`src/rtl/gnr_node_bank.sv`:
```
`default_nettype none
// ============================================================================
// Module   : gnr_node_bank
// Brief    : Boolean GRN state bank with two state copies, per-node s0 update
//            period, fixed-point detection and a saturating step counter.
// Revision : 1.0 - initial release
// ============================================================================
module gnr_node_bank #(
    parameter int N_NODES   = 8,
    parameter int DIV_W     = 4,
    parameter int STABLE_TH = 4,
    parameter int STEP_W    = 16
) (
    input  logic                       clk,
    input  logic                       rst,
    input  logic                       reset_nos,
    input  logic [N_NODES-1:0]         init_state,
    input  logic                       start_s0,
    input  logic                       start_s1,
    input  logic [N_NODES-1:0]         next_s0,
    input  logic [N_NODES-1:0]         next_s1,
    input  logic [N_NODES*DIV_W-1:0]   div_cfg,
    output logic [N_NODES-1:0]         s0,
    output logic [N_NODES-1:0]         s1,
    output logic [N_NODES-1:0]         mhc_s0,
    output logic [N_NODES-1:0]         mhc_s1,
    output logic [N_NODES-1:0]         upd_mask,
    output logic                       stable,
    output logic [STEP_W-1:0]          step_cnt
);

    localparam int SC_W = $clog2(STABLE_TH + 1);
    localparam logic [SC_W-1:0] C_STABLE_TH = SC_W'(STABLE_TH);

    logic [N_NODES-1:0] s0_q, s0_d;
    logic [N_NODES-1:0] s1_q, s1_d;
    logic [N_NODES-1:0] upd_mask_q, upd_mask_d;
    logic [DIV_W-1:0]   cnt_q [N_NODES];
    logic [DIV_W-1:0]   cnt_d [N_NODES];
    logic [SC_W-1:0]    stable_cnt_q, stable_cnt_d;
    logic               stable_q, stable_d;
    logic [STEP_W-1:0]  step_cnt_q, step_cnt_d;

    always_comb begin
        s0_d         = s0_q;
        s1_d         = s1_q;
        upd_mask_d   = upd_mask_q;
        cnt_d        = cnt_q;
        stable_cnt_d = stable_cnt_q;
        step_cnt_d   = step_cnt_q;

        if (reset_nos) begin
            s0_d         = init_state;
            s1_d         = init_state;
            upd_mask_d   = '0;
            stable_cnt_d = '0;
            step_cnt_d   = '0;
            for (int i = 0; i < N_NODES; i++) begin
                cnt_d[i] = '0;
            end
        end else begin
            if (start_s0) begin
                // A node is written only when its period countdown has expired.
                for (int i = 0; i < N_NODES; i++) begin
                    if (cnt_q[i] == '0) begin
                        s0_d[i]       = next_s0[i];
                        cnt_d[i]      = div_cfg[i*DIV_W +: DIV_W];
                        upd_mask_d[i] = 1'b1;
                    end else begin
                        cnt_d[i]      = cnt_q[i] - 1'b1;
                        upd_mask_d[i] = 1'b0;
                    end
                end
                if (|(s0_d ^ s0_q)) begin
                    stable_cnt_d = '0;
                end else if (stable_cnt_q != C_STABLE_TH) begin
                    stable_cnt_d = stable_cnt_q + 1'b1;
                end
                if (step_cnt_q != '1) begin
                    step_cnt_d = step_cnt_q + 1'b1;
                end
            end
            if (start_s1) begin
                s1_d = next_s1;
            end
        end

        stable_d = (stable_cnt_d == C_STABLE_TH);
    end

    always_ff @(posedge clk or posedge rst) begin
        if (rst) begin
            s0_q         <= '0;
            s1_q         <= '0;
            upd_mask_q   <= '0;
            stable_cnt_q <= '0;
            stable_q     <= 1'b0;
            step_cnt_q   <= '0;
            for (int i = 0; i < N_NODES; i++) begin
                cnt_q[i] <= '0;
            end
        end else begin
            s0_q         <= s0_d;
            s1_q         <= s1_d;
            upd_mask_q   <= upd_mask_d;
            stable_cnt_q <= stable_cnt_d;
            stable_q     <= stable_d;
            step_cnt_q   <= step_cnt_d;
            cnt_q        <= cnt_d;
        end
    end

    assign s0       = s0_q;
    assign s1       = s1_q;
    assign mhc_s0   = s0_q;
    assign mhc_s1   = s1_q;
    assign upd_mask = upd_mask_q;
    assign stable   = stable_q;
    assign step_cnt = step_cnt_q;

endmodule
`default_nettype wire

```
`config.mk`:
```
export PLATFORM = sky130hd
export DESIGN_NAME = gnr_node_bank
export DESIGN_NICKNAME = d
export VERILOG_FILES = /design/src/rtl/gnr_node_bank.sv
export SDC_FILE = /design/constraint.sdc
export NUM_CORES = 1
export LEC_CHECK = 0
export BUFFER_PORTS_ARGS = -buffer_cell sky130_fd_sc_hd__buf_2
export CORE_UTILIZATION = 55
export CTS_CLUSTER_DIAMETER = 80
export DETAILED_ROUTE_END_ITERATION = 8
export PLACE_DENSITY = 0.8
export SYNTH_ARGS = -nofsm -noshare
export SYNTH_HDL_FRONTEND = slang
export SYNTH_SLANG_ARGS = --single-unit
export TNS_END_PERCENT = 100
```
`constraint.sdc`:
```
create_clock -name clk -period 5.6 [get_ports clk]
set_clock_uncertainty 0.15 [all_clocks]
set_input_delay 0.56 -clock clk [delete_from_list [all_inputs] [get_ports clk]]
set_output_delay 0.56 -clock clk [all_outputs]
set_load 0.005 [all_outputs]
```
Word-level counts from Yosys, hierarchy flattened
Index checks and enable logic that the tools add are counted.

word-level totals
  bits in registers = 76
  bits of input ports = 61
  output and inout bits = 57
  word-level logic and storage cells = 96

cells by class
  $add $sub $neg = 10
  eq/ne operators = 3
  multiplexer cells = 55
  bitwise logic cells = 1
  reductions and logical operators = 13

operator list
  operator                                                            count
  32-bit 2-to-1 mux                                                   2
  16-bit 2-to-1 mux                                                   3
  8-bit 2-to-1 mux                                                    6
  4-bit zero test                                                     8
  1-bit 2-to-1 mux                                                    32
  4-bit 2-to-1 mux                                                    8
  4-bit by 1-bit subtractor with 4-bit output, second input constant  8
  16-bit by 1-bit adder with 16-bit output, second input constant     1
  16-bit != test, second input constant                               1
  3-bit 2-to-1 mux                                                    4
  8-bit OR reduction                                                  1
  8-bit bitwise XOR                                                   1
  2-bit nonzero test                                                  3
  3-bit by 1-bit adder with 3-bit output, second input constant       1
  3-bit == test, second input constant                                1
  3-bit != test, second input constant                                1
  2-bit AND reduction                                                 1

Depth between registers and ports, before layout
Gate-level depths: netlist of the first run.

  depth after elaboration = 10
  gate-level depth with buffers = 6
  mapped depth without buffers = 6

Worst setup path after synthesis of the first run
No wires, ideal clock.

  path type = register -> register
  start = reg step_cnt_q[0] (netlist: step_cnt[0])
  end = reg step_cnt_q[8] (netlist: step_cnt[8])
  library setup time = 0.078 ns
  data arrival time = 1.603 ns
  data required time = 5.372 ns
  path slack = 3.769 ns
  stages on the path, launching flop included = 6
  path buffers = 0
  clock period less this slack = 1.831 ns
  cells stage by stage = dfrtp_1 > ha_1 > nand2_1 > or3_4 > or4_1 > a21oi_1

on the way
  word-level cells in the longest chain between the ends = 4
  elaborated cells between the ends (all ways) = 7
  those cells by class = add/sub: 1; eq/ne: 1; mux: 3; reduce/logical: 2

RTL lines
  what                                      line  source
  start, declared                           42    logic [STEP_W-1:0] step_cnt_q, step_cnt_d;
  start signal, assigned                    108   step_cnt_q <= step_cnt_d;
  16-bit by 1-bit adder with 16-bit output  80    step_cnt_d = step_cnt_q + 1'b1;
  16-bit 2-to-1 mux                         79    if (step_cnt_q != '1) begin
  16-bit 2-to-1 mux                         62    if (start_s0) begin
  16-bit 2-to-1 mux                         52    if (reset_nos) begin

Parallel ways exist; a longest one is shown, timed or not. The select of a mux whose other input is x is not followed.
A chain may end at the register's enable or synchronous reset.

Worst setup path after layout of the first run
  start = in reset_nos
  end = reg step_cnt_q[2] (netlist: step_cnt[2])

on the way
  word-level cells in the longest chain between the ends = 2
  elaborated cells between the ends (all ways) = 4
  those cells by class = mux: 1; reduce/logical: 3

RTL lines
  what                                  line  source
  start, declared                       16    input logic reset_nos,
  2-bit nonzero test (no source line)   --
  2-bit AND reduction (no source line)  --

Parallel ways exist; a longest one is shown, timed or not.

==> impl_metrics.ini, run 1 <==
[synth]
syn-cell-area_mm2 = 0.00430
async_flop_share_pct = 100
synth_enable_flop_cells = 0
yosys.area.top_type = sky130_fd_sc_hd__dfrtp_1
synth_simple_gate_area_share_pct = 20.6
synth_seq_area_share_pct = 44.3
synthAdderAreaFrac_pct = 3.50
synth_flop_cell = sky130_fd_sc_hd__dfrtp_1
ys_warn_count = 0
post-synth-top-area-fraction_pct = 44.3
synth_compound_area_share_pct = 16.8
post_synth.cell_area_avg_um2 = 9.08
post_synth_inst_count = 473
synth_top_family_by_area = simple AND/OR/NAND/NOR gates
synth_seq_cells = 76
post_synth_xor_area_fraction_pct = 1.84
post_synth_num_cell_types = 45
post_synth_main_area_contributors = sky130_fd_sc_hd__dfrtp_1 (44%), sky130_fd_sc_hd__a21oi_1 (8.3%), sky130_fd_sc_hd__nor2_1 (4.4%)
yosys-mux-area-fraction_pct = 6.29
syn_nets = 546

[floorplan]
dieArea_mm2 = 0.00817
initial_utilization_pct = 58.0
ios = 118
floorplan.rows = 31
die-width_um = 90.4
die_h_um = 90.4
core_region_area_mm2 = 0.00741

[clock_network]
cts_hold_repair.buffers = 0
htree_num_levels = 3
cts-buffers-inserted = 9
worst_setup_hold_path_clk_slew_ps = 80
clock_sinks = 76
postCtsSetupRepairBufs = 0
clk_latency_ps = 340
cts.repair.resized = 0
clock_tree_from_tritoncts = done
maximum_root_to_sink_buffer_count = 2
clock-root-buffer = sky130_fd_sc_hd__clkbuf_8

[flow_run]
drv.max_cap_violation_count = 0

[min_path]
min_to = mhc_s0[7]$_DFFE_PP0P_
worst_hold_path.num_cells = 3
holdCritPathClass = input port to flip-flop
min-delay-start = init_state[7]

[global_route]
grt_first_pass_wirelength_um = 16500
global_route.usage.total_pct = 25.2
grt_start_max_net_pins = 77
overflow = 0
antenna_found_initial = 0
grt_pass1_vias = 3619

[finish]
final_nets = 641
mostFrequentLayoutCells = sky130_fd_sc_hd__buf_2 (117), sky130_fd_sc_hd__dfrtp_1 (76), sky130_fd_sc_hd__a21oi_1 (71), sky130_fd_sc_hd__nor2_1 (50), sky130_fd_sc_hd__nand2_1 (40)
layout-area-overhead-vs-synth_pct = 18.6
finalInstanceArea_mm2 = 0.00509
drive_above_1_share_pct = 26.2
antenna_cells = 0
fillerInstances = 616
most_common_cell_after_layout_fill_and_taps_aside = sky130_fd_sc_hd__buf_2

[detailed_routing]
final_antenna_net_count = 0
routed-via-count = 3840
via_per_inst = 5.71
routed_wl_um = 9960
avgRoutedWirePerCell_um = 14.8
drt-initial-drc-count = 290
firstDrtPassIters = 4
drc_errors = 0

[worst_setup_path]
end_kind = flip-flop
crit_required_ps = 5640
ff2ff_path_depth = 6
setup.reg_to_reg.worst_slack_ps = 3200
crit_fanout = 67
cell_chain_critical_path = buf_2 > buf_4 > clkinv_1 > nand4_1 > o311ai_0
critPathMaxStageDelay_ps = 940
cell_with_the_biggest_individual_delay_on_the_critical_path = sky130_fd_sc_hd__clkinv_1
crit_arrival_ps = 2750
crit-reg2reg-launch = cnt_q[12]$_DFFE_PP0P_
critical_path_class = input port to flip-flop
crit_path_start_kind = input port
reg2reg_to = stable_cnt_q[2]$_DFF_PP0_

[timing]
final-max-slew-violation-count = 0
setup_repair_after_global_routing_missed_its_margin = false
worst_slew_pin_slew_ps = 1070
sum_neg_setup_slack_ps = 0
worst_rel_slew_slack_pct = 28.8
achievable-frequency_mhz = 369
fin_hold_ws_ps = 321
fin_crit_ps = 2710
timing.final.crit_share_pct = 48.4
finalSetupViolations = 0
hold_viol_final = 0

[place]
detailed_place.area_mm2 = 0.00483
place.gp.congestion = 0.810
buffer_ports.inserted = 117
detailedPlacementHpwl_um = 6830

[outcome]
status = completed

[power]
cellPowerDensity_mw_per_mm2 = 295
power_leakage_nw = 2.43
peakVddDrop_mv = 0.227
finalPower_mw = 1.50
[cells in the mapped netlist, types with 4 or more instances]
cell type and n:
sky130_fd_sc_hd__dfrtp_1 76, sky130_fd_sc_hd__ha_1 12, sky130_fd_sc_hd__mux2_2 8, sky130_fd_sc_hd__mux2i_1 18
sky130_fd_sc_hd__nand3_1 5, sky130_fd_sc_hd__clkbuf_1 14, sky130_fd_sc_hd__nand2b_1 6, sky130_fd_sc_hd__a22oi_1 4
sky130_fd_sc_hd__nand2_1 40, sky130_fd_sc_hd__a21oi_1 71, sky130_fd_sc_hd__o41ai_1 10, sky130_fd_sc_hd__inv_1 24
sky130_fd_sc_hd__nor2b_1 7, sky130_fd_sc_hd__or4_1 11, sky130_fd_sc_hd__o21ai_0 4, sky130_fd_sc_hd__nand4_1 10
sky130_fd_sc_hd__buf_4 16, sky130_fd_sc_hd__xor2_1 8, sky130_fd_sc_hd__buf_1 5, sky130_fd_sc_hd__nor3b_1 9
sky130_fd_sc_hd__a311oi_1 6, sky130_fd_sc_hd__nor2_1 50, sky130_fd_sc_hd__a211oi_1 12, sky130_fd_sc_hd__o211ai_1 4
sky130_fd_sc_hd__nor3_1 17
[power breakdown]
| group | switching, mW | total (mW) | leakage, nW | internal (mW) |
|---|---|---|---|---|
| logic | 0.177 | 0.317 | 1.31 | 0.140 |
| clock network | 0.203 | 0.544 | 0.133 | 0.340 |
| registers | 0.0494 | 0.645 | 0.987 | 0.595 |
[worst max-delay path by stage]
stage                               to  slack [ps]       from
2_1_floorplan     cnt_q[0]$_DFFE_PP0P_        2950        rst
3_3_place_gp   step_cnt[2]$_DFFE_PP0P_        2600  reset_nos
3_5_place_dp   step_cnt[2]$_DFFE_PP0P_        2540  reset_nos
4_1_cts        step_cnt[2]$_DFFE_PP0P_        2910  reset_nos
5_1_grt        step_cnt[2]$_DFFE_PP0P_        2620  reset_nos
6_report       step_cnt[2]$_DFFE_PP0P_        2890  reset_nos
[final cells by class]
class	count	area, um2	share of cell area, %
clock inverters	7	139	2.73
well taps	99	124	2.43
flip-flops and latches	76	1900	37.3
repair buffers	120	608	11.9
clock buffers	9	124	2.43
multi-input cells	336	2100	41.3
inverters	25	95.1	1.87
[sequential cells by signal, summed over array words and instances (netlist names)]
name and flops:
stable 1, upd_mask 8, step_cnt 16, cnt_q 32, mhc_s0 8, mhc_s1 8
stable_cnt_q 3
[metrics by stage]
step	worst slack, ps	utilization [%]	instances
finish	2890	68.8	672
global route	2620	68.8	672
CTS	2910	68.8	672
detailed placement	2540	65.2	656
global placement	2600	65.2	656
floorplan	2950	-	473
[routing by layer]
layer | wire [um] | part of all wire [%] | up-vias | GRT usage, %
met5 | 0 | 0 | - | 0
met4 | 164 | 1.6 | 0 | 10.9
met3 | 595 | 6.0 | 15 | 3.62
met2 | 4750 | 48 | 132 | 40.4
met1 | 4450 | 45 | 1808 | 34.3
li1 | - | - | 1885 | -
[critical path, delay by kind of cell]
family | cells | cell delay [ps]
buf+inv | 3 | 1540
simple gates | 1 | 440
compound gates | 1 | 190
[kinds of logic after synthesis]
kind of cell	count (synthesis)
xor gates and xnor gates	9
and+or+nand+nor	171
buffers and inverters	61
DFF	76
adders and majority gates	12
muxes	26
AOI/OAI and AO/OA	118
No activity file was read; power rests on OpenSTA's default activity.
==> run 2: changes to the inputs <==
Settings changed: CORE_UTILIZATION 55 to 53, PLACE_DENSITY 0.8 to 0.78.
Clock period 5.6 ns to 2.7 ns, I/O delays scaled along.
==> impl_metrics.ini, run 2 (synthesis results as in run 1) <==
[outcome]
status = completed

[power]
finalPower_mw = 2.99
peakVddDrop_mv = 0.315
power_leakage_nw = 2.46
cellPowerDensity_mw_per_mm2 = 580

[clock_network]
cts.repair.resized = 0
cts-buffers-inserted = 9
clock_sinks = 76
htree_num_levels = 3
postCtsSetupRepairBufs = 0
clock_tree_from_tritoncts = done
clk_latency_ps = 340
worst_setup_hold_path_clk_slew_ps = 80
maximum_root_to_sink_buffer_count = 2
clock-root-buffer = sky130_fd_sc_hd__clkbuf_8

[detailed_routing]
final_antenna_net_count = 0
drc_errors = 0
drt-initial-drc-count = 207
avgRoutedWirePerCell_um = 15.1
routed-via-count = 3921
firstDrtPassIters = 4
routed_wl_um = 10300
via_per_inst = 5.72

[finish]
postLayoutCoreUtil_pct = 66.3
max_flop_register = cnt_q
final_cell_count_no_fill = 686
final_nets = 652
mostFrequentLayoutCells = sky130_fd_sc_hd__buf_2 (117), sky130_fd_sc_hd__dfrtp_1 (76), sky130_fd_sc_hd__a21oi_1 (71), sky130_fd_sc_hd__nor2_1 (50), sky130_fd_sc_hd__nand2_1 (40)
most_common_cell_after_layout_fill_and_taps_aside = sky130_fd_sc_hd__buf_2
drive_above_1_share_pct = 27.2
antenna_cells = 0
layout-area-overhead-vs-synth_pct = 19.9
flip_flop_count_of_the_largest_register_all_copies_and_words_added = 32

[timing]
final-max-slew-violation-count = 0
hold_viol_final = 0
fin_hold_ws_ps = 31.7
finalSetupViolations = 0
timing.final.crit_share_pct = 81.6
fin_crit_ps = 2200
setup_repair_after_global_routing_missed_its_margin = false
sum_neg_setup_slack_ps = 0
worst_rel_slew_slack_pct = 53.3
achievable-frequency_mhz = 454
worst_slew_pin_slew_ps = 699

[worst_setup_path]
crit_fanout = 6
setup.reg_to_reg.worst_slack_ps = 500
critical_path_class = flip-flop to flip-flop
crit_arrival_ps = 2260
reg2reg_to = stable_cnt_q[2]$_DFF_PP0_
ff2ff_path_depth = 7
end_kind = flip-flop
crit-reg2reg-launch = cnt_q[24]$_DFFE_PP0P_
crit_path_start_kind = flip-flop
crit_required_ps = 2760

[floorplan]
dieArea_mm2 = 0.00847
initial_utilization_pct = 55.3
die_h_um = 92.0
ios = 118
floorplan.rows = 32
core_region_area_mm2 = 0.00777
die-width_um = 92.0

[min_path]
min-delay-start = init_state[0]
min_to = mhc_s0[0]$_DFFE_PP0P_
worst_hold_path.num_cells = 3
holdCritPathClass = input port to flip-flop

[place]
detailedPlacementHpwl_um = 7460
buffer_ports.inserted = 117
place.gp.congestion = 0.850
dpl.cell_count = 669

[global_route]
global_route.usage.total_pct = 25.8
antenna_found_initial = 0
grt_start_max_net_pins = 49
grt_first_pass_wirelength_um = 17300
grt_pass1_vias = 3667
overflow = 0

[flow_run]
drv.max_cap_violation_count = 0
[run 2: power by group]
part           internal [mW]  leakage [nW]  switching, mW
sequential              1.23         0.987          0.101
clock                  0.542         0.113          0.405
combinational          0.323          1.36          0.381
total                   2.10          2.46          0.887
[run 2: layer usage]
| metal | vias to the layer above | global-route usage, % | part of all wire [%] |
|---|---|---|---|
| met4 | 0 | 7.16 | 0.82 |
| met2 | 132 | 40.5 | 47 |
| li1 | 1906 | - | - |
| met5 | - | 0 | 0 |
| met1 | 1876 | 36.3 | 46 |
| met3 | 7 | 5.31 | 5.8 |
[run 2: timing repair]
item                       CTS  global route
hold buffers                 1             0
hold endpoints to repair    17             0
setup endpoints to repair    0             0
[run 2: layout make-up]
| type | instances | area [um2] |
|---|---|---|
| clock buffers | 11 | 141 |
| clock inverters | 5 | 75.1 |
| fillers | 680 | 2620 |
| inverters | 25 | 95.1 |
| multi-input cells | 336 | 2100 |
| flip-flops and latches | 76 | 1900 |
| well taps | 102 | 128 |
| repair buffers | 131 | 706 |
[run 2: worst max path at each step]
stage | depth (start not counted) | slack (ps) | start | end
after floorplan | 1 | 340 | rst | cnt_q[0]$_DFFE_PP0P_
after global placement | 6 | 660 | cnt_q[12]$_DFFE_PP0P_ | stable$_DFF_PP0_
after detailed placement | 7 | 510 | cnt_q[24]$_DFFE_PP0P_ | stable_cnt_q[2]$_DFF_PP0_
after CTS | 7 | 530 | cnt_q[24]$_DFFE_PP0P_ | stable_cnt_q[2]$_DFF_PP0_
after global routing | 6 | 300 | cnt_q[12]$_DFFE_PP0P_ | stable$_DFF_PP0_
final | 7 | 500 | cnt_q[24]$_DFFE_PP0P_ | stable_cnt_q[2]$_DFF_PP0_
[run 2: metrics by stage]
step / worst slack (ps) / instance area [um2]
finish: 498 / 5150
global route: 305 / 5150
CTS: 534 / 5150
detailed placement: 514 / 4920
global placement: 665 / 4920
floorplan: 342 / 4300
[run 2: worst max-delay path, stage by stage, from the launching register on]
cell and delay, ps:
sky130_fd_sc_hd__dfrtp_1 420, sky130_fd_sc_hd__inv_1 60, sky130_fd_sc_hd__ha_1 230, sky130_fd_sc_hd__nor3b_1 150
sky130_fd_sc_hd__buf_4 150, sky130_fd_sc_hd__a22oi_1 230, sky130_fd_sc_hd__nand4_1 240, sky130_fd_sc_hd__a2111oi_0 440
==> run 3: changes to the inputs <==
Settings changed: CORE_UTILIZATION 53 to 48, PLACE_DENSITY 0.78 to 0.74.
Clock period 2.7 ns to 2 ns, I/O delays scaled along.
==> impl_metrics.ini, run 3 (synthesis results as in run 1) <==
[clock_network]
htree_num_levels = 3
clock_tree_from_tritoncts = done
maximum_root_to_sink_buffer_count = 2
clock-root-buffer = sky130_fd_sc_hd__clkbuf_8
clock_sinks = 76
worst_setup_hold_path_clk_slew_ps = 80
cts-buffers-inserted = 9
clk_latency_ps = 350

[place]
detailedPlacementHpwl_um = 7720
post_placement_worst_setup_slack_ps = 23.2
detailed_place.area_mm2 = 0.00505
dpl.cell_count = 689
buffer_ports.inserted = 117
place.gp.congestion = 0.826

[floorplan]
core_region_area_mm2 = 0.00868
ios = 118
dieArea_mm2 = 0.00933
initial_utilization_pct = 49.5
die-width_um = 96.6
floorplan.rows = 34
die_h_um = 96.6

[finish]
layout-area-overhead-vs-synth_pct = 28.8
max_flop_register = cnt_q
antenna_cells = 0
most_common_cell_after_layout_fill_and_taps_aside = sky130_fd_sc_hd__buf_2
final_cell_count_no_fill = 727
final_nets = 687
drive_above_1_share_pct = 30.4
fillerInstances = 754
finalInstanceArea_mm2 = 0.00553
mostFrequentLayoutCells = sky130_fd_sc_hd__buf_2 (117), sky130_fd_sc_hd__dfrtp_1 (75), sky130_fd_sc_hd__a21oi_1 (71), sky130_fd_sc_hd__nor2_1 (50), sky130_fd_sc_hd__nand2_1 (39)
flip_flop_count_of_the_largest_register_all_copies_and_words_added = 32

[detailed_routing]
final_antenna_net_count = 0
drt-initial-drc-count = 242
avgRoutedWirePerCell_um = 15.2
maxUsedRoutingLayer = met4
routed-via-count = 4114
detailroute.wirelength.met3_um = 571
drc_errors = 0
via_per_inst = 5.66
firstDrtPassIters = 5
routed_wl_um = 11100
met2_wirelength_um = 5330
wl_met1_um = 5080

[timing]
postLayoutSetupSlackWorst_ps = 91.2
worst_rel_slew_slack_pct = 63.3
worst_slew_pin_slew_ps = 549
hold_viol_final = 0
finalSetupViolations = 0
achievable-frequency_mhz = 524
timing.final.crit_share_pct = 95.4
fin_crit_ps = 1910
final-max-slew-violation-count = 0

[worst_setup_path]
cell_with_the_biggest_individual_delay_on_the_critical_path = sky130_fd_sc_hd__dfrtp_1
critPathMaxStageDelay_ps = 350
end_kind = flip-flop
path_buf_inv = 3
crit_path_start_kind = flip-flop
crit_required_ps = 2110
crit_arrival_ps = 2020
cell_chain_critical_path = inv_1 > ha_1 > nor3b_1 > buf_4 > a22oi_1 > nand4_1 > buf_4 > a211oi_2
top_cell_family_by_delay_on_the_critical_path = buffers and inverters
crit_fanout = 6
critical_path_class = flip-flop to flip-flop
setup.reg_to_reg.worst_slack_ps = 90
timing.critical_path.mode_cell = sky130_fd_sc_hd__buf_4

[power]
power_leakage_nw = 2.64
peakVddDrop_mv = 0.447
cellPowerDensity_mw_per_mm2 = 753
finalPower_mw = 4.17

[global_route]
overflow = 0
grt_first_pass_wirelength_um = 17800
global_route.usage.total_pct = 25.0
antenna_found_initial = 0
grt_start_max_net_pins = 55
grt_pass1_vias = 3706

[outcome]
status = completed

[min_path]
holdCritPathClass = input port to flip-flop

[flow_run]
drv.max_cap_violation_count = 0
run 3: cell count changes in the layout (fill, tap and decap cells not counted), moves of 2 or more:
cell / previous run / this run
sky130_fd_sc_hd__dlygate4sd3_1: 1 / 19
sky130_fd_sc_hd__buf_4: 12 / 28
sky130_fd_sc_hd__nor3b_1: 9 / 4
sky130_fd_sc_hd__nor3b_2: 0 / 4
sky130_fd_sc_hd__clkinvlp_4: 0 / 2
run 3: path summary, 6_finish.rpt:
| kind | from | depth (start not counted) | to |
|---|---|---|---|
| max in group asynchronous | rst | 4 | cnt_q[15]$_DFFE_PP0P_ |
| max | cnt_q[20]$_DFFE_PP0P_ | 8 | stable_cnt_q[0]$_DFF_PP0_ |
| max reg2reg | cnt_q[20]$_DFFE_PP0P_ | 8 | stable_cnt_q[0]$_DFF_PP0_ |
| min | next_s1[2] | 3 | mhc_s1[2]$_DFFE_PP0P_ |
| min reg2reg | upd_mask[3]$_DFFE_PP0P_ | 2 | upd_mask[3]$_DFFE_PP0P_ |
| min in group asynchronous | rst | 3 | mhc_s1[0]$_DFFE_PP0P_ |
run 3: report_power, final:
part	internal, mW	switching, mW
Clock	0.698	0.595
Sequential	1.67	0.137
Combinational	0.522	0.549
run 3: repair_timing:
action | in CTS | in global routing
endpoints found under the hold margin | 43 | 0
setup buffers | 2 | 1
endpoints found under the setup margin | 1 | 21
pin swaps | 1 | 0
hold buffers | 19 | 0
gates resized for setup | 0 | 14
run 3: final cells by class:
cell class	count	area [um2]	area share, %
Clock inverter	7	91.3	1.65
Sequential cell	76	1900	34.4
Tap cell	108	135	2.44
Clock buffer	9	124	2.24
Multi-Input combinational cell	336	2160	39.0
Timing Repair Buffer	166	1030	18.5
Inverter	25	97.6	1.76
run 3: per-stage QoR:
step           hold WS, ps  util (%)  TNS [ps]
6_report              9.46      63.8         0
5_1_grt               22.0      63.8     -47.8
4_1_cts              0.620      63.0         0
3_5_place_dp           131      58.2         0
3_3_place_gp           129      58.2         0
2_1_floorplan          209         -         0
run 3: tightest hold or removal path, stage by stage:
cell                      delay, ps
sky130_fd_sc_hd__buf_2           70
sky130_fd_sc_hd__mux2i_1         50
sky130_fd_sc_hd__a21oi_1        140
run 3: per-layer routing:
metal / vias to the layer above / global-route usage, %
met1: 1988 / 33.7
met4: 0 / 7.84
li1: 1988 / -
met3: 10 / 3.99
met2: 128 / 41.4
met5: - / 0
